$ cat config.mk
export PLATFORM = sky130hd
export DESIGN_NAME = rs_station
export DESIGN_NICKNAME = d
export VERILOG_FILES = /design/src/rtl/rs_station.sv
export SDC_FILE = /design/constraint.sdc
export NUM_CORES = 1
export LEC_CHECK = 0
export CAP_MARGIN = 20
export CORE_MARGIN = 3
export CORE_UTILIZATION = 35
export CTS_CLUSTER_SIZE = 16
export DETAILED_ROUTE_END_ITERATION = 6
export GPL_TIMING_DRIVEN = 0
export SYNTH_ARGS = -nofsm -noshare
export SYNTH_HDL_FRONTEND = slang
export SYNTH_SLANG_ARGS = --single-unit
$ cat constraint.sdc
create_clock -name CLK -period 26 [get_ports CLK]
set_input_delay 5.2 -clock CLK [delete_from_list [all_inputs] [get_ports CLK]]
set_output_delay 5.2 -clock CLK [all_outputs]
set_load 0.02 [all_outputs]
$ cat src/rtl/rs_station.sv
// Reservation-station bank: allocates fixed-tag slots on issue, captures operands
// from the CDB, and feeds ready tasks to a functional unit through a dispatch register.
module rs_station #(
    parameter int unsigned NUM_ENT  = 4,
    parameter int unsigned TAG_W    = 4,
    parameter int unsigned BASE_TAG = 1,
    parameter int unsigned OP_W     = 7
) (
    input  logic                           CLK,
    input  logic                           RST,
    input  logic                           issue_valid,
    output logic                           issue_ready,
    input  logic [OP_W-1:0]                issue_op,
    input  logic [31:0]                    issue_v1,
    input  logic [31:0]                    issue_v2,
    input  logic [TAG_W-1:0]               issue_t1,
    input  logic [TAG_W-1:0]               issue_t2,
    output logic [TAG_W-1:0]               issue_tag,
    input  logic                           cdb_valid,
    input  logic [TAG_W-1:0]               cdb_tag,
    input  logic [31:0]                    cdb_data,
    output logic                           disp_valid,
    input  logic                           disp_ready,
    output logic [OP_W-1:0]                disp_op,
    output logic [31:0]                    disp_a,
    output logic [31:0]                    disp_b,
    output logic [TAG_W-1:0]               disp_tag,
    output logic [$clog2(NUM_ENT+1)-1:0]   occupancy
);

    localparam int unsigned IDX_W = (NUM_ENT > 1) ? $clog2(NUM_ENT) : 1;
    localparam int unsigned OCC_W = $clog2(NUM_ENT + 1);

    logic [NUM_ENT-1:0] busy;
    logic [OP_W-1:0]    op_q [NUM_ENT];
    logic [31:0]        v1_q [NUM_ENT];
    logic [31:0]        v2_q [NUM_ENT];
    logic [TAG_W-1:0]   t1_q [NUM_ENT];
    logic [TAG_W-1:0]   t2_q [NUM_ENT];

    logic               free_found;
    logic [IDX_W-1:0]   free_idx;
    logic               cand_found;
    logic [IDX_W-1:0]   cand_idx;
    logic               do_issue;
    logic               do_load;
    logic               cdb_hit;
    logic [31:0]        new_v1;
    logic [31:0]        new_v2;
    logic [TAG_W-1:0]   new_t1;
    logic [TAG_W-1:0]   new_t2;
    logic [OCC_W-1:0]   occ_sum;

    // Lowest free slot and lowest ready slot, both from registered state
    always_comb begin
        free_found = 1'b0;
        free_idx   = '0;
        cand_found = 1'b0;
        cand_idx   = '0;
        for (int i = NUM_ENT - 1; i >= 0; i--) begin
            if (!busy[i]) begin
                free_found = 1'b1;
                free_idx   = IDX_W'(i);
            end
            if (busy[i] && (t1_q[i] == '0) && (t2_q[i] == '0)) begin
                cand_found = 1'b1;
                cand_idx   = IDX_W'(i);
            end
        end
    end

    assign issue_ready = free_found;
    assign issue_tag   = free_found ? (TAG_W'(BASE_TAG) + TAG_W'(free_idx)) : '0;
    assign do_issue    = issue_valid && free_found;
    assign do_load     = cand_found && (!disp_valid || disp_ready);
    assign cdb_hit     = cdb_valid && (cdb_tag != '0);

    // A broadcast seen in the allocating cycle is folded into the new slot directly
    always_comb begin
        new_v1 = issue_v1;
        new_t1 = issue_t1;
        new_v2 = issue_v2;
        new_t2 = issue_t2;
        if (cdb_hit && (issue_t1 == cdb_tag)) begin
            new_v1 = cdb_data;
            new_t1 = '0;
        end
        if (cdb_hit && (issue_t2 == cdb_tag)) begin
            new_v2 = cdb_data;
            new_t2 = '0;
        end
    end

    always_comb begin
        occ_sum = '0;
        for (int i = 0; i < NUM_ENT; i++) begin
            occ_sum = occ_sum + OCC_W'(busy[i]);
        end
    end

    assign occupancy = occ_sum;

    // Slot array: free on dispatch load, capture from CDB, write on allocation
    always_ff @(posedge CLK or posedge RST) begin
        if (RST) begin
            busy <= '0;
            for (int i = 0; i < NUM_ENT; i++) begin
                op_q[i] <= '0;
                v1_q[i] <= '0;
                v2_q[i] <= '0;
                t1_q[i] <= '0;
                t2_q[i] <= '0;
            end
        end else begin
            for (int i = 0; i < NUM_ENT; i++) begin
                if (do_load && (cand_idx == IDX_W'(i))) begin
                    busy[i] <= 1'b0;
                end
                if (busy[i] && cdb_hit && (t1_q[i] == cdb_tag)) begin
                    v1_q[i] <= cdb_data;
                    t1_q[i] <= '0;
                end
                if (busy[i] && cdb_hit && (t2_q[i] == cdb_tag)) begin
                    v2_q[i] <= cdb_data;
                    t2_q[i] <= '0;
                end
                if (do_issue && (free_idx == IDX_W'(i))) begin
                    busy[i] <= 1'b1;
                    op_q[i] <= issue_op;
                    v1_q[i] <= new_v1;
                    v2_q[i] <= new_v2;
                    t1_q[i] <= new_t1;
                    t2_q[i] <= new_t2;
                end
            end
        end
    end

    // Dispatch register: holds stable while the FU stalls
    always_ff @(posedge CLK or posedge RST) begin
        if (RST) begin
            disp_valid <= 1'b0;
            disp_op    <= '0;
            disp_a     <= '0;
            disp_b     <= '0;
            disp_tag   <= '0;
        end else if (do_load) begin
            disp_valid <= 1'b1;
            disp_op    <= op_q[cand_idx];
            disp_a     <= v1_q[cand_idx];
            disp_b     <= v2_q[cand_idx];
            disp_tag   <= TAG_W'(BASE_TAG) + TAG_W'(cand_idx);
        end else if (disp_valid && disp_ready) begin
            disp_valid <= 1'b0;
        end
    end

endmodule

After elaboration in Yosys (flattened, before gate mapping)
Cells that the tools add are included.
Widths: inputs -> output; s select.
{"block": "op_classes", "addsub": 5, "mul": 0, "n_div": 0, "magnitude_cmp": 1, "eq_ne": 16, "shift": 0, "muxes": 72, "bitwise_logic": 1, "reduce_logical": 60}
{"op": "$mux 32", "count": 22}
{"op": "$bmux 32 s2", "count": 2}
{"op": "$mux 4", "count": 18}
{"op": "$eq 4x4->1", "count": 10}
{"op": "$logic_and 1x1->1", "count": 34}
{"op": "$logic_not 4->1", "count": 8}
{"op": "$reduce_bool 2->1", "count": 13}
{"op": "$mux 1", "count": 18}
{"op": "$mux 2", "count": 8}
{"op": "$bmux 7 s2", "count": 1}
{"op": "$mux 7", "count": 2}
{"op": "$eq 2x2->1 const B", "count": 4}
{"op": "$add 1x2->3 const A", "count": 2}
{"op": "$eq 2x1->1 const B", "count": 2}
{"op": "$logic_not 2->1", "count": 2}
{"op": "$reduce_bool 4->1", "count": 1}
{"op": "$add 2x1->3", "count": 1}
{"op": "$add 3x1->3", "count": 1}
{"op": "$ge 3x3->1 const B", "count": 1}
{"op": "$mux 3", "count": 1}
{"op": "$not 2->3", "count": 1}
{"op": "$add 1x1->2", "count": 1}
{"op": "$logic_not 1->1", "count": 1}
{"op": "$logic_or 1x1->1", "count": 1}
{"block": "word_totals", "regBits": 396, "latch_bits": 0, "ramBits": 0, "romBits": 0, "in_bits": 120, "output_inout_bits": 84, "word_cells": 184, "memories": 0}

Logic depth before layout (Yosys ltp)
Gate-level depths: netlist of run 1.
{"block": "depth", "word_depth": 11, "depth_mapped": 12, "depth_no_buf": 9}

Least setup slack after synthesis of run 1
Ideal clock, no wire load.
{"block": "synth_timing", "kind": "input-to-reg", "startpoint": "input port cdb_tag[1]", "endpoint": "register v1_q[0] in the netlist's numbering", "setup_ns": 0.123, "t_arrival_ns": 6.744, "t_required_ns": 25.877, "slack_ns": 19.133, "path_stages": 7, "n_path_buf": 2, "path_cell_list": "buf_6 xor2_2 nor4_4 nand2_4 mux2_4 buf_6 o221a_1"}
{"block": "synth_between", "elab_chain_len": 5, "word_cells_on_any_way": 10, "classes_between": "eq/ne: 2; mux: 2; reduce/logical: 6"}
{"item": "from (decl)", "line_no": "20", "rtl": "input logic [TAG_W-1:0] cdb_tag,"}
{"item": "$reduce_bool 4->1", "line_no": "76", "rtl": "assign cdb_hit = cdb_valid && (cdb_tag != '0);"}
{"item": "$logic_and 1x1->1", "line_no": "76"}
{"item": "$logic_and 1x1->1, on equally long branches", "line_no": "84, 119"}
{"item": "$mux 32 / $logic_and 1x1->1 (equally long branches)", "line_no": "84, 119"}
{"item": "$mux 32 / $reduce_bool 2->1 (equally long branches)"}
{"item": "to (signal, indexed assignment)", "line_no": "120", "rtl": "v1_q[i] <= cdb_data;"}
{"item": "to (signal, indexed assignment)", "line_no": "130", "rtl": "v1_q[i] <= new_v1;"}
{"item": "to (decl)", "line_no": "36", "rtl": "logic [31:0] v1_q [NUM_ENT];"}
Parallel ways exist; a longest one is shown, timed or not.
A chain may end at the register's enable or synchronous reset.

Worst setup path in the final report of run 1
{"block": "layout_timing", "startpoint": "register busy[0]", "endpoint": "output port occupancy[1]"}
{"block": "layout_between", "elab_chain_len": 3}
{"item": "from (decl)", "line_no": "34", "rtl": "logic [NUM_ENT-1:0] busy;"}
{"item": "from (signal assigned)", "line_no": "106", "rtl": "busy <= '0;"}
{"item": "from (signal, indexed assignment)", "line_no": "117", "rtl": "busy[i] <= 1'b0;"}
{"item": "from (signal, indexed assignment)", "line_no": "128", "rtl": "busy[i] <= 1'b1;"}
{"item": "$add 1x1->2", "line_no": "97", "rtl": "occ_sum = occ_sum + OCC_W'(busy[i]);"}
{"item": "$add 2x1->3", "line_no": "97"}
{"item": "$add 3x1->3", "line_no": "97"}
{"item": "to (decl)", "line_no": "28", "rtl": "output logic [$clog2(NUM_ENT+1)-1:0] occupancy"}
No other way between the ends.

==> summary.md, run 1 <==
| Metric | Value |
|---|---|
| Slew Viols, Final | 0 |
| Synth Area per Inst | 10.1 µm² |
| Maximum achievable frequency | 0.123 GHz |
| Share of layout cells above drive strength 1 | 11.1% |
| Via density | 6.21 |
| Period utilization | 31.2% |
| Routed Antenna Nets | 0 |
| Area growth syn-to-layout | 23.1% |
| Total wire length | 81900 µm |
| Die width | between 200 and 250 µm |
| CTS Sinks | 395 |
| Die H | 247 µm |
| CP required | 20.80 ns |
| Power Dens Cells | between 100 and 150 nW/µm² |
| Max stage delay on crit path | ~0.60 ns |
| DR pass1 iterations | 7 |
| Largest net degree at the start of global routing | 131 |
| Final TNS setup | 0 ns |
| Syn Inst Count | 2027 |
| Setup Buffers After CTS | 0 |
| Worst Setup Path Type | reg2out |
| Hold Crit Class | reg2reg |
| Clk slew on worst S/H paths | 0.06 ns |
| Vias | 19100 |
| Critical path launch point type | flop |
| Status | finished clean |
| Worst-Skew Late Latency | 0.59 ns |
| Highest-delay cell along the critical path | clkdlybuf4s50_1 |
| Initial core utilization | a little over a third |
| Row Count | 87 |
| IO Port Bufs | roughly 200 |
| Synth unique cells | 57 |
| Post-synth EDFFs | 0 |
| Seq/Total Area, Yosys | between 40% and 50% |
| Initial antenna violation count | 0 |
| DP HPWL | 59000 µm |
| Core Area | 57000 µm² |
| Critical Path AT | 2.92 ns |
| Hold Fails Final Rpt | 0 |
| Htree depth | 2 |
| Clock period minus worst slack | 8.12 ns |
| IO Count | 204 |
| Seq cells post-synth | about 400 |
| Root Driver | clkbuf_16 |
| Static Leak | ~10 nW |
| First-pass GRT wire length | 122000 µm |
| Cell count after placement | approximately 3000 |
| WHS | 0.470 ns |
| Clock tree buffer depth | 3 |
| RSZ-0062 raised after global routing | false |
| Starting DRT DRC Count | about 2200 |
| Hold Buf Count CTS | 0 |
| Num CTS Buffers | 46 |
| Synth warnings | 0 |
| Gr usage total | 26.3% |
| Actual slew at the worst max-slew pin | 1.22 ns |
| CTS tree | built |
| Mapped cell area | 20400 µm² |
| R2R Setup Slk | 22.37 ns |
| CP cell instances | inv_1, fa_1, inv_1, ha_1, ha_1, clkdlybuf4s50_1 |
| Wirelength per Cell | 26.6 µm |
| Final clock skew | 0.0143 ns |
| Post-cts resize count | 0 |
| Nets@finish | 2417 |
| Util after Layout | between 40% and 50% |
| Worst slew margin | 17.8% |
| Drc violations | 0 |
| Overflow after GRT | 0 |
| Non-Filler Instances | 3077 |
| VDD IR-drop max | 0.127 mV |
| MaxCap Viol Count | 0 |
| Primary FF master, synth | dfrtp_1 |
| Worst Path Max Fanout | 7 |
| GPL Wtd Cong | 0.897 |
| Post-synth ARST share | 100% |
| Vias in the first global route | 18800 |
| Worst Setup End Kind | primary output |
| Final setup viols | 0 |
| Die area | 61200 µm² |
[per-stage QoR]
| step | setup slack [ns] | power [W] | instance area [µm²] |
|---|---|---|---|
| 2_1_floorplan | 9.82 | 0.00234 | 20400 |
| 3_3_place_gp | 4.87 | 0.00298 | 23400 |
| 3_5_place_dp | 17.54 | 0.00303 | 23500 |
| 4_1_cts | 17.87 | 0.00374 | 25100 |
| 5_1_grt | 17.79 | 0.00398 | 25100 |
| 6_report | 17.88 | 0.00377 | 25100 |
[synthesized netlist by cell type (2+ instances only)]
library cell | count | area, µm²
a2111oi_0 | 71 | 622
a211oi_1 | 142 | 1070
a21oi_1 | 195 | 976
and2_0 | 2 | 12.5
and2_1 | 73 | 457
and3_1 | 5 | 31.3
and4_1 | 2 | 17.5
buf_1 | 3 | 11.3
buf_2 | 49 | 245
buf_4 | 15 | 113
buf_6 | 13 | 146
clkbuf_1 | 112 | 420
clkbuf_2 | 9 | 45.0
dfrtp_1 | 395 | 9880
ha_1 | 10 | 125
inv_1 | 44 | 165
mux2_2 | 9 | 101
mux2i_1 | 71 | 711
nand2_1 | 80 | 300
nand2b_1 | 43 | 269
nand3_1 | 48 | 240
nand4_1 | 79 | 494
nor2_1 | 79 | 297
nor2b_1 | 3 | 18.8
nor3_1 | 3 | 15.0
nor4_1 | 2 | 12.5
nor4_4 | 2 | 42.5
nor4b_2 | 2 | 30.0
o21ai_0 | 37 | 185
o21ai_1 | 15 | 75.1
o21ai_2 | 3 | 26.3
o221a_1 | 30 | 338
o221a_2 | 34 | 383
o22ai_1 | 192 | 1200
o31ai_1 | 71 | 533
or2_1 | 6 | 37.5
or2b_2 | 21 | 184
xnor2_1 | 24 | 210
xor2_1 | 15 | 131
[worst paths after layout]
check	startpoint	cells after the start	end
worst max-delay path	busy[0]$_DFFE_PP0P_	6	occupancy[1]
worst min-delay path	op_q[25]$_DFFE_PP0P_	2	op_q[25]$_DFFE_PP0P_
worst max register to register	busy[0]$_DFFE_PP0P_	6	disp_a[28]$_DFFE_PP0N_
worst min register to register	op_q[25]$_DFFE_PP0P_	2	op_q[25]$_DFFE_PP0P_
max in group asynchronous	RST	3	op_q[4]$_DFFE_PP0P_
min in group asynchronous	RST	2	disp_b[16]$_DFFE_PP0N_
[critical path: cells and delay by family (launching register included)]
family,cells,cell delay (ns)
adder cells (fa/ha/maj),3,0.99
buffers and inverters,3,0.79
flip-flops,1,0.56
[final cells by class]
cell class / count / area, µm²
fillers: 5478 / 31900
repair buffers: 210 / 2160
well taps: 756 / 946
clock buffers: 62 / 1330
multi-input cells: 1388 / 9380
inverters: 44 / 173
flip-flops and latches: 395 / 9880
plain buffers: 201 / 981
clock inverters: 20 / 265
diodes: 1 / 2.50
[per-layer routing]
metal,vias up,part of all wire (%),GRT usage [%]
met5,-,0,0
met4,0,3.9,10.1
met3,191,9.1,5.42
met2,1055,44,40.4
met1,9532,43,36.4
li1,8337,-,-
[layout by cell type (no fill, tap or decap), types with 73 or more instances in the layout]
| cell | instances |
|---|---|
| dfrtp_1 | 395 |
| clkdlybuf4s50_1 | 201 |
| a21oi_1 | 195 |
| o22ai_1 | 192 |
| a211oi_1 | 142 |
| clkbuf_1 | 117 |
| nand2_1 | 80 |
| nor2_1 | 79 |
| nand4_1 | 79 |
| and2_1 | 73 |
[kinds of logic (layout without fill, tap and decap cells)]
kind of cell	count (synthesis)	in the layout	share of synthesized area, %
multiplexers	81	81	4.05
AND/OR/NAND/NOR	457	457	12.4
AO/OA/AOI/OAI	797	797	27.0
XOR/XNOR	40	40	1.75
flip-flops	395	395	48.4
buffers and inverters	245	537	5.62
other	1	3	0.0184
adder cells (fa/ha/maj)	11	11	0.711
[registers in the layout, summed over array words and instances, names as in the netlist]
name and count:
disp_op 7, busy 4, v1_q 128, disp_a 32, op_q 28, disp_b 32
v2_q 128, t1_q 16, disp_tag 3, t2_q 16, disp_valid 1
[where the power goes]
part           leakage, nW  switching, W  total [W]  internal [W]
logic                 4.61       0.00116    0.00192      0.000766
clock network        0.786      0.000277   0.000696      0.000418
registers             4.55      0.000216    0.00115      0.000934
No activity file was read; power rests on OpenSTA's default activity.
==> run 2, diff against run 1 <==
==> constraint.sdc (replaced) <==
create_clock -name CLK -period 7.2 [get_ports CLK]
set_input_delay 1.44 -clock CLK [delete_from_list [all_inputs] [get_ports CLK]]
set_output_delay 1.44 -clock CLK [all_outputs]
set_load 0.02 [all_outputs]
==> run 2 against run 1 <==
Against the previous run:
- total power rose to 3.6 times the previous value
- global-route usage rose by 0.17 points
- clock power rose to 3.4 times the previous value
- largest cell class unchanged
- core utilization rose by 0.086 points
- highest routed layer is now met5
- first-iteration DRC count fell by 1.4%
- critical path type unchanged
- setup slack got worse by 15 ns
- clock skew rose by 0.016 ns
- routed wire length rose by 0.96%
- worst hold slack got worse by 0.0047 ns
==> summary.md, run 2 (synthesis gave the netlist of run 1 again) <==
| Metric | Value |
|---|---|
| Status | finished clean |
| Row Count | 87 |
| Num CTS Buffers | 45 |
| Worst Setup Path Type | reg2out |
| CP required | 5.76 ns |
| Util after Layout | 44.1% |
| Setup WS post-layout | 2.86 ns |
| Most common cell after layout, fill and taps aside | dfrtp_1 |
| Final setup viols | 0 |
| Final clock skew | 0.0302 ns |
| DR pass1 iterations | 7 |
| Worst slew margin | 20.9% |
| Gr usage total | 26.4% |
| Overflow after GRT | 0 |
| Highest-delay cell along the critical path | clkdlybuf4s50_1 |
| Commonest non-fill, non-tap cells in the layout | dfrtp_1, clkdlybuf4s50_1, a21oi_1 |
| Final TNS setup | 0 ns |
| Sequential power share | 30.7% |
| Hold Fails Final Rpt | 0 |
| Critical Path AT | 2.90 ns |
| Clock period minus worst slack | 4.34 ns |
| Die width | 247 µm |
| Largest net degree at the start of global routing | 43 |
| Vias in the first global route | 19000 |
| Hold Path Stages | 2 |
| Sw Share | 44.0% |
| Hold Buf Count CTS | 0 |
| Static Leak | 9.97 nW |
| Via density | between 6 and 7 |
| RSZ-0062 raised after global routing | false |
| Routed Antenna Nets | 0 |
| Reg2Reg Depth | 6 |
| Initial core utilization | a little over a third |
| Cell count after placement | 3002 |
| Dpl ws | roughly 2.5 ns |
| Critical path launch point type | flop |
| Hold Crit Class | reg2reg |
| Die H | 247 µm |
| Wirelength per Cell | 26.8 µm |
| Actual slew at the worst max-slew pin | 1.18 ns |
| Period utilization | about three fifths |
| Worst Setup End Kind | primary output |
| Overall power | 0.0135 W |
| CP cell instances | inv_1, fa_1, inv_1, ha_1, ha_1, clkdlybuf4s50_1 |
| Nets@finish | 2424 |
| First-pass GRT wire length | 123000 µm |
| Clock share of power | 17.8% |
| Combinational Power Share | around half |
| Maximum achievable frequency | around 0.23 GHz |
| Largest regs | v1_q x128, v2_q x128 |
| CTS tree | built |
| MaxCap Viol Count | 0 |
| Max stage delay on crit path | 0.60 ns |
| Area growth syn-to-layout | 23.4% |
| VDD IR-drop max | 0.363 mV |
| Vias | 19100 |
| Worst-Skew Late Latency | 0.59 ns |
| Setup Buffers After CTS | 0 |
| Clk slew on worst S/H paths | approximately 0.060 ns |
| IO Port Bufs | 201 |
| CTS Sinks | 395 |
| Switching Power | just under 0.006 W |
| Die area | 61200 µm² |
| Total wire length | 82700 µm |
| Htree depth | 2 |
| Non-Filler Instances | around 3000 |
| Slew Viols, Final | 0 |
| Initial antenna violation count | 2 |
| Clock tree buffer depth | 3 |
| Root Driver | clkbuf_16 |
| Share of layout cells above drive strength 1 | 11.1% |
| Drc violations | 0 |
| GPL Wtd Cong | 0.913 |
| Power Dens Cells | ~540 nW/µm² |
| IO Count | just over 200 |
| Worst Path Max Fanout | 7 |
| Post-cts resize count | 0 |
| Core Area | roughly 57000 µm² |
| Starting DRT DRC Count | 2174 |
| Internal | 0.00757 W |
| DP HPWL | 59800 µm |
## run 2: cell types whose count changed in the layout (fill, tap and decap cells not counted)
| cell | previous run | this run |
|---|---|---|
| clkinv_2 | 9 | 10 |
| bufinv_16 | 6 | 4 |
| inv_8 | 1 | 0 |
| clkinv_8 | 0 | 1 |
| buf_12 | 0 | 11 |
| clkbuf_16 | 47 | 46 |
| buf_16 | 3 | 0 |
| clkbuf_1 | 117 | 122 |
| clkinvlp_4 | 3 | 1 |
| inv_6 | 2 | 0 |
## run 2: critical path, delay by kind of cell (launching register included)
family	cells	cell delay [ns]
adders and majority gates	3	1.00
buffers and inverters	3	0.78
DFF	1	0.54
## run 2: per-stage QoR
stage,cell area (µm²),hold slack [ns]
2_1_floorplan,20400,0.437
3_3_place_gp,23400,0.454
3_5_place_dp,23700,0.455
4_1_cts,25200,0.470
5_1_grt,25200,0.493
6_report,25200,0.466
## run 2: final cells by class
cell class / instances / area (µm²)
diodes: 1 / 2.50
plain buffers: 201 / 981
clock buffers: 66 / 1330
clock inverters: 15 / 186
fillers: 5523 / 31900
inverters: 44 / 169
multi-input cells: 1388 / 9380
flip-flops and latches: 395 / 9880
well taps: 756 / 946
repair buffers: 218 / 2300
## run 2: routing by layer
| metal | vias up | part of all wire, % | track usage (%) |
|---|---|---|---|
| met5 | - | 0.048 | 0 |
| met4 | 6 | 3.2 | 9.13 |
| met3 | 172 | 9.2 | 6.08 |
| met2 | 1049 | 45 | 41.6 |
| met1 | 9577 | 42 | 35.9 |
| li1 | 8324 | - | - |
## run 2: final timing paths
check                                     start                     end  slack, ns
max reg2reg                 busy[0]$_DFFE_PP0P_  disp_a[30]$_DFFE_PP0N_       3.53
min reg2reg                op_q[27]$_DFFE_PP0P_    op_q[27]$_DFFE_PP0P_       0.47
max                         busy[0]$_DFFE_PP0P_            occupancy[1]       2.86
max in group asynchronous                   RST     t2_q[5]$_DFFE_PP0P_       4.54
min in group asynchronous                   RST    v2_q[80]$_DFFE_PP0P_       1.24
min                        op_q[27]$_DFFE_PP0P_    op_q[27]$_DFFE_PP0P_       0.47
## run 2: power groups by stage
| stage | Combinational, W | Clock (W) | Sequential (W) |
|---|---|---|---|
| floorplan | 0.00432 | 0 | 0.00412 |
| global placement | 0.00664 | 0 | 0.00413 |
| detailed placement | 0.00682 | 0 | 0.00414 |
| CTS | 0.00688 | 0.00242 | 0.00411 |
| global route | 0.00752 | 0.00251 | 0.00425 |
| finish | 0.00696 | 0.00240 | 0.00415 |
==> run 3, diff against run 2 <==
==> constraint.sdc (replaced) <==
create_clock -name CLK -period 4.45 [get_ports CLK]
set_input_delay 0.89 -clock CLK [delete_from_list [all_inputs] [get_ports CLK]]
set_output_delay 0.89 -clock CLK [all_outputs]
set_load 0.02 [all_outputs]
==> results of run 3 <==
Same layout as run 2 (identical final DEF). Status: finished clean.
Main changes from that run: setup slack after placement 2.51 ns -> 0.312 ns; setup slack after layout 2.86 ns -> 0.662 ns; register-to-register setup slack 3.53 ns -> 0.78 ns; total power 0.0135 W -> 0.0219 W; worst IR drop on VDD 0.363 mV -> 0.588 mV
